`config.mk`:
```
export PLATFORM = sky130hd
export DESIGN_NAME = mips_muldiv_unit
export DESIGN_NICKNAME = d
export VERILOG_FILES = /design/src/rtl/mips_muldiv_unit.sv
export SDC_FILE = /design/constraint.sdc
export NUM_CORES = 2
export LEC_CHECK = 0
export ABC_AREA = 1
export ABC_CLOCK_PERIOD_IN_PS = 7800
export BUFFER_PORTS_ARGS = -buffer_cell sky130_fd_sc_hd__buf_4
export CAP_MARGIN = 20
export CORE_MARGIN = 2
export CORE_UTILIZATION = 40
export CTS_CLUSTER_SIZE = 30
export DETAILED_ROUTE_END_ITERATION = 8
export PLACE_DENSITY = 0.55
export RECOVER_POWER = 50
export REMOVE_ABC_BUFFERS = 1
export SLEW_MARGIN = 15
export SYNTH_ARGS = -nofsm -noshare
export SYNTH_HDL_FRONTEND = slang
export SYNTH_SLANG_ARGS = --single-unit
```
`constraint.sdc`:
```
create_clock -name clk -period 7.8 [get_ports clk]
set_input_delay 1.95 -clock clk [delete_from_list [all_inputs] [get_ports clk]]
set_output_delay 1.95 -clock clk [all_outputs]
set_load 0.02 [all_outputs]
```
`src/rtl/mips_muldiv_unit.sv`:
```
// rtl/mips_muldiv_unit.sv - MIPS multiply/divide unit with architectural HI/LO registers
// Multiplies commit after MUL_CYCLES edges; divides use a restoring loop plus a sign-fix cycle.
module mips_muldiv_unit #(
  parameter int DATA_W     = 32,
  parameter int MUL_CYCLES = 4
) (
  input  logic              clk,
  input  logic              rst,
  input  logic              start_i,
  input  logic [1:0]        op_i,
  input  logic [DATA_W-1:0] a_i,
  input  logic [DATA_W-1:0] b_i,
  input  logic              flush_i,
  input  logic              hi_we_i,
  input  logic              lo_we_i,
  input  logic [DATA_W-1:0] wdata_i,
  output logic              busy_o,
  output logic              done_o,
  output logic              div0_o,
  output logic [DATA_W-1:0] hi_o,
  output logic [DATA_W-1:0] lo_o
);

  localparam int CNT_MAX = (DATA_W > MUL_CYCLES) ? DATA_W : MUL_CYCLES;
  localparam int CNT_W   = $clog2(CNT_MAX + 1);
  localparam logic [CNT_W-1:0] DIV_LAST = CNT_W'(DATA_W - 1);
  localparam logic [CNT_W-1:0] MUL_LAST = CNT_W'((MUL_CYCLES > 1) ? (MUL_CYCLES - 2) : 0);

  typedef enum logic [1:0] {S_IDLE, S_MUL, S_DIV, S_FIX} state_t;

  state_t              state_q, state_d;
  logic [CNT_W-1:0]    cnt_q, cnt_d;
  logic [DATA_W-1:0]   a_q, a_d, b_q, b_d;
  logic                sgn_q, sgn_d;
  logic [DATA_W-1:0]   dvs_q, dvs_d, quo_q, quo_d, rem_q, rem_d;
  logic                qneg_q, qneg_d, rneg_q, rneg_d;
  logic [DATA_W-1:0]   hi_q, hi_d, lo_q, lo_d;
  logic                done_q, done_d, div0_q, div0_d;

  logic [2*DATA_W-1:0] mul_a_ext, mul_b_ext, prod;
  logic [DATA_W-1:0]   mul_a, mul_b, a_mag, b_mag, q_res, r_res;
  logic                mul_sgn, in_sgn;
  logic [DATA_W:0]     rem_sh, rem_sub;

  assign in_sgn = ~op_i[0];
  assign a_mag  = (in_sgn && a_i[DATA_W-1]) ? -a_i : a_i;
  assign b_mag  = (in_sgn && b_i[DATA_W-1]) ? -b_i : b_i;

  // A single-cycle multiply commits straight from the input operands.
  assign mul_a     = (state_q == S_IDLE) ? a_i : a_q;
  assign mul_b     = (state_q == S_IDLE) ? b_i : b_q;
  assign mul_sgn   = (state_q == S_IDLE) ? in_sgn : sgn_q;
  assign mul_a_ext = {{DATA_W{mul_sgn & mul_a[DATA_W-1]}}, mul_a};
  assign mul_b_ext = {{DATA_W{mul_sgn & mul_b[DATA_W-1]}}, mul_b};
  assign prod      = mul_a_ext * mul_b_ext;

  assign rem_sh  = {rem_q, quo_q[DATA_W-1]};
  assign rem_sub = rem_sh - {1'b0, dvs_q};
  assign q_res   = qneg_q ? -quo_q : quo_q;
  assign r_res   = rneg_q ? -rem_q : rem_q;

  always_comb begin
    state_d = state_q;
    cnt_d   = cnt_q;
    a_d     = a_q;
    b_d     = b_q;
    sgn_d   = sgn_q;
    dvs_d   = dvs_q;
    quo_d   = quo_q;
    rem_d   = rem_q;
    qneg_d  = qneg_q;
    rneg_d  = rneg_q;
    hi_d    = hi_we_i ? wdata_i : hi_q;
    lo_d    = lo_we_i ? wdata_i : lo_q;
    done_d  = 1'b0;
    div0_d  = 1'b0;
    case (state_q)
      S_IDLE: begin
        if (start_i && !flush_i) begin
          a_d   = a_i;
          b_d   = b_i;
          sgn_d = in_sgn;
          if (op_i[1]) begin
            state_d = S_DIV;
            cnt_d   = DIV_LAST;
            dvs_d   = b_mag;
            quo_d   = a_mag;
            rem_d   = '0;
            qneg_d  = in_sgn & (a_i[DATA_W-1] ^ b_i[DATA_W-1]);
            rneg_d  = in_sgn & a_i[DATA_W-1];
          end else if (MUL_CYCLES == 1) begin
            {hi_d, lo_d} = prod;
            done_d       = 1'b1;
          end else begin
            state_d = S_MUL;
            cnt_d   = MUL_LAST;
          end
        end
      end
      S_MUL: begin
        if (flush_i) begin
          state_d = S_IDLE;
        end else if (cnt_q == '0) begin
          {hi_d, lo_d} = prod;
          done_d       = 1'b1;
          state_d      = S_IDLE;
        end else begin
          cnt_d = cnt_q - 1'b1;
        end
      end
      S_DIV: begin
        if (flush_i) begin
          state_d = S_IDLE;
        end else begin
          if (!rem_sub[DATA_W]) begin
            rem_d = rem_sub[DATA_W-1:0];
            quo_d = {quo_q[DATA_W-2:0], 1'b1};
          end else begin
            rem_d = rem_sh[DATA_W-1:0];
            quo_d = {quo_q[DATA_W-2:0], 1'b0};
          end
          if (cnt_q == '0) state_d = S_FIX;
          else             cnt_d   = cnt_q - 1'b1;
        end
      end
      S_FIX: begin
        state_d = S_IDLE;
        if (!flush_i) begin
          done_d = 1'b1;
          if (b_q == '0) begin
            lo_d   = '1;
            hi_d   = a_q;
            div0_d = 1'b1;
          end else begin
            lo_d = q_res;
            hi_d = r_res;
          end
        end
      end
      default: state_d = S_IDLE;
    endcase
  end

  always_ff @(posedge clk or posedge rst) begin
    if (rst) begin
      state_q <= S_IDLE;
      cnt_q   <= '0;
      a_q     <= '0;
      b_q     <= '0;
      sgn_q   <= 1'b0;
      dvs_q   <= '0;
      quo_q   <= '0;
      rem_q   <= '0;
      qneg_q  <= 1'b0;
      rneg_q  <= 1'b0;
      hi_q    <= '0;
      lo_q    <= '0;
      done_q  <= 1'b0;
      div0_q  <= 1'b0;
    end else begin
      state_q <= state_d;
      cnt_q   <= cnt_d;
      a_q     <= a_d;
      b_q     <= b_d;
      sgn_q   <= sgn_d;
      dvs_q   <= dvs_d;
      quo_q   <= quo_d;
      rem_q   <= rem_d;
      qneg_q  <= qneg_d;
      rneg_q  <= rneg_d;
      hi_q    <= hi_d;
      lo_q    <= lo_d;
      done_q  <= done_d;
      div0_q  <= div0_d;
    end
  end

  assign busy_o = (state_q != S_IDLE);
  assign done_o = done_q;
  assign div0_o = div0_q;
  assign hi_o   = hi_q;
  assign lo_o   = lo_q;

endmodule

```
==> flow_metrics.env <==
export IMPL_status="complete, but fails checks"
export IMPL_violations="max-capacitance violations, max-slew violations, negative setup slack"
export IMPL_gp_congestion=1.022
export IMPL_dp_hpwl_um=222400
export IMPL_vias=55590
export IMPL_drt_iter0_drc=5464
export IMPL_synth_area_top_cells="fa_1 40%, nand2_1 12%, inv_1 11%"
export IMPL_fin_util=0.5426
export IMPL_synth_cells=7539
export IMPL_final_nets=10080
export IMPL_finClkSkew_ns=0.08885
export IMPL_dieArea_um2=145000
export IMPL_hp_class="reg -> reg"
export IMPL_synth_area_leader_cell="fa_1"
export IMPL_overflow=0
export IMPL_cts_clk_slew_worst_paths_ns=0.06
export IMPL_path_buf_inv=15
export IMPL_crit_required_ns=8.35
export IMPL_drv_slew=240
export IMPL_ctsHoldBuffers=0
export IMPL_h_tree_depth=1
export IMPL_clock_sinks=237
export IMPL_place_area_um2=66840
export IMPL_ant_nets=0
export IMPL_cap_violations=2
export IMPL_dpl_worst_slack_ns=-2.010
export IMPL_cts_tree="yes"
export IMPL_die_y_um=380.8
export IMPL_port_buffers=170
export IMPL_grt_usage=0.3627
export IMPL_start_util=0.4022
export IMPL_ys_warn_count=0
export IMPL_mostFrequentLayoutCell="nand2_1"
export IMPL_finalHoldViolations=0
export IMPL_finalInstanceArea_um2=76630
export IMPL_dr_pass1_iters=6
export IMPL_synth_avg_cell_area_um2=7.535
export IMPL_crit_fanout=5
export IMPL_setup_viol=45
export IMPL_r2r_setup_slack_ns=-0.41
export IMPL_arrival_ns=8.99
export IMPL_drc=0
export IMPL_reg2reg_to="hi_o[8]$_DFF_PP0_"
export IMPL_ioPinCount=171
export IMPL_ys_ff_latch=237
export IMPL_cts_root_buf="clkbuf_16"
export IMPL_rr_startpoint="state_q[0]$_DFFE_PP0P_"
export IMPL_max_clock_freq_ghz=0.1184
export IMPL_cp_start_kind="input pin"
export IMPL_drt_wirelength_per_cell_um=25.09
export IMPL_holdPathStages=2
export IMPL_critPathMostFrequentCell="inv_2"
export IMPL_grt_max_degree=130
export IMPL_antenna_found_initial=9
export IMPL_crit_family="adder cells"
export IMPL_drive_above_1_share=0.2822
export IMPL_mostFrequentLayoutCells="1631 x nand2_1, 1486 x inv_1, 1029 x fa_1, 952 x buf_4, 594 x nor2_1"
export IMPL_die_x_um=380.8
export IMPL_synth_top_area_frac=0.3968
export IMPL_finalWirelength_um=263700
export IMPL_core_area_um2=141200
export IMPL_tightestPinTransition_ns=4.921
export IMPL_grt_pass1_vias=57180
export IMPL_path_class="in -> reg"
export IMPL_rsz0062_at_grt="yes"
export IMPL_synth_seq_area_share=0.1044
export IMPL_slew_headroom=-2.281
export IMPL_nFillCells=13450
export IMPL_layout_area_overhead_vs_synth_pct=34.90
export IMPL_post_route_min_period_ns=8.444
export IMPL_critPathMaxStageDelay_ns=0.61
export IMPL_setup_ws_ns=-0.6436
export IMPL_async_flop_share=1.000
export IMPL_fin_crit_sh=1.083
export IMPL_setup_worst_path_end_class="register"
export IMPL_synth_ff_type="dfrtp_1"
export IMPL_crit_slowest_cell="fa_2"
export IMPL_rr_worst_depth=32
export IMPL_min_to="dvs_q[10]$_DFFE_PP0P_"
export IMPL_rows=138
export IMPL_holdWs_ns=0.4948
export IMPL_via_per_inst=5.290
export IMPL_synth_distinct_cells=55
export IMPL_cp_depth=38
export IMPL_synth_area_um2=56810
export IMPL_grt_pass1_wl_um=386000
export IMPL_numCtsBuffers=30
export IMPL_synth_edf_count=0
export IMPL_hold_path_startpoint="dvs_q[10]$_DFFE_PP0P_"
export IMPL_clock_path_buffers=3
export IMPL_clk_latency_ns=0.66
==> stage by stage <==
step	setup TNS, ns	instances
3_5_place_dp	-87.32	10190
2_1_floorplan	-327.77	7259
6_report	-23.82	10510
4_1_cts	-22.12	10430
3_3_place_gp	-87.12	10190
5_1_grt	-101.18	10510
==> cell families (layout without fill, tap and decap cells) <==
group,Yosys count,count (layout),share of synthesized area
simple gates,3136,3136,0.2225
buf+inv,1947,3025,0.1316
fa+ha+maj,1380,1380,0.4528
compound gates,734,734,0.07200
flops,237,237,0.1044
xor+xnor,84,84,0.01295
mux,21,21,0.003700
other cells,0,2,0
==> worst min-delay path, delay by kind of cell (launching register included) <==
family	cells	cell delay, ns
flops	1	0.35
compound gates	1	0.06
simple gates	1	0.05
==> synthesized netlist by cell type, types with 50 or more instances <==
| master | instances |
|---|---|
| nor2_1 | 778 |
| inv_1 | 1653 |
| buf_2 | 79 |
| clkbuf_1 | 169 |
| dfrtp_1 | 237 |
| nand2_1 | 1872 |
| nand3_1 | 303 |
| fa_1 | 1126 |
| xor2_1 | 59 |
| nand4_1 | 66 |
| o21ai_0 | 346 |
| a21oi_1 | 215 |
| o211ai_1 | 50 |
| ha_1 | 254 |
==> what timing repair did <==
| action | 4_1_cts | 5_1_grt |
|---|---|---|
| endpoints found under the setup margin | 53 | 54 |
| gates cloned | 6 | 1 |
| setup buffers | 190 | 89 |
| pin swaps | 365 | 368 |
| gates resized for setup | 1092 | 591 |
==> state kept, by name (all words and copies together), names as in the netlist <==
signal and cells:
hi_o 32, qneg_q 1, dvs_q 32, state_q 2
quo_q 32, done_o 1, div0_o 1, a_q 32
lo_o 32, sgn_q 1, cnt_q 6, b_q 32
rneg_q 1, rem_q 32
==> metal layers <==
metal	vias to the layer above	global-route usage	part of all wire
met5	-	0	0.00046
met4	16	0.1620	0.060
met3	541	0.07248	0.086
met2	2415	0.5532	0.44
met1	28040	0.4986	0.41
li1	24570	-	-
==> worst max path at each step <==
stage               slack [ns]            endpoint                   start
finish                   -0.64  hi_o[27]$_DFF_PP0_                  b_i[6]
global route             -0.82  hi_o[27]$_DFF_PP0_                  b_i[6]
CTS                      -0.60  hi_o[13]$_DFF_PP0_                 op_i[0]
detailed placement       -2.01   hi_o[8]$_DFF_PP0_                  b_i[6]
global placement         -1.94   hi_o[8]$_DFF_PP0_                 a_i[26]
floorplan                -3.79  hi_o[26]$_DFF_PP0_  state_q[0]$_DFFE_PP0P_
==> layout make-up <==
class | instances | area [µm²] | area share
multi-input cells | 5355 | 48450 | 0.6322
repair buffers | 1304 | 12440 | 0.1623
inverters | 1667 | 6396 | 0.08347
flip-flops and latches | 237 | 5931 | 0.07739
well taps | 1890 | 2365 | 0.03086
clock buffers | 38 | 860.8 | 0.01123
clock inverters | 16 | 186.4 | 0.002433
diodes | 2 | 5.005 | 0.00006531
Power is not shown: default switching activity piles up to over one toggle a cycle in this logic, so the estimate is an artifact.
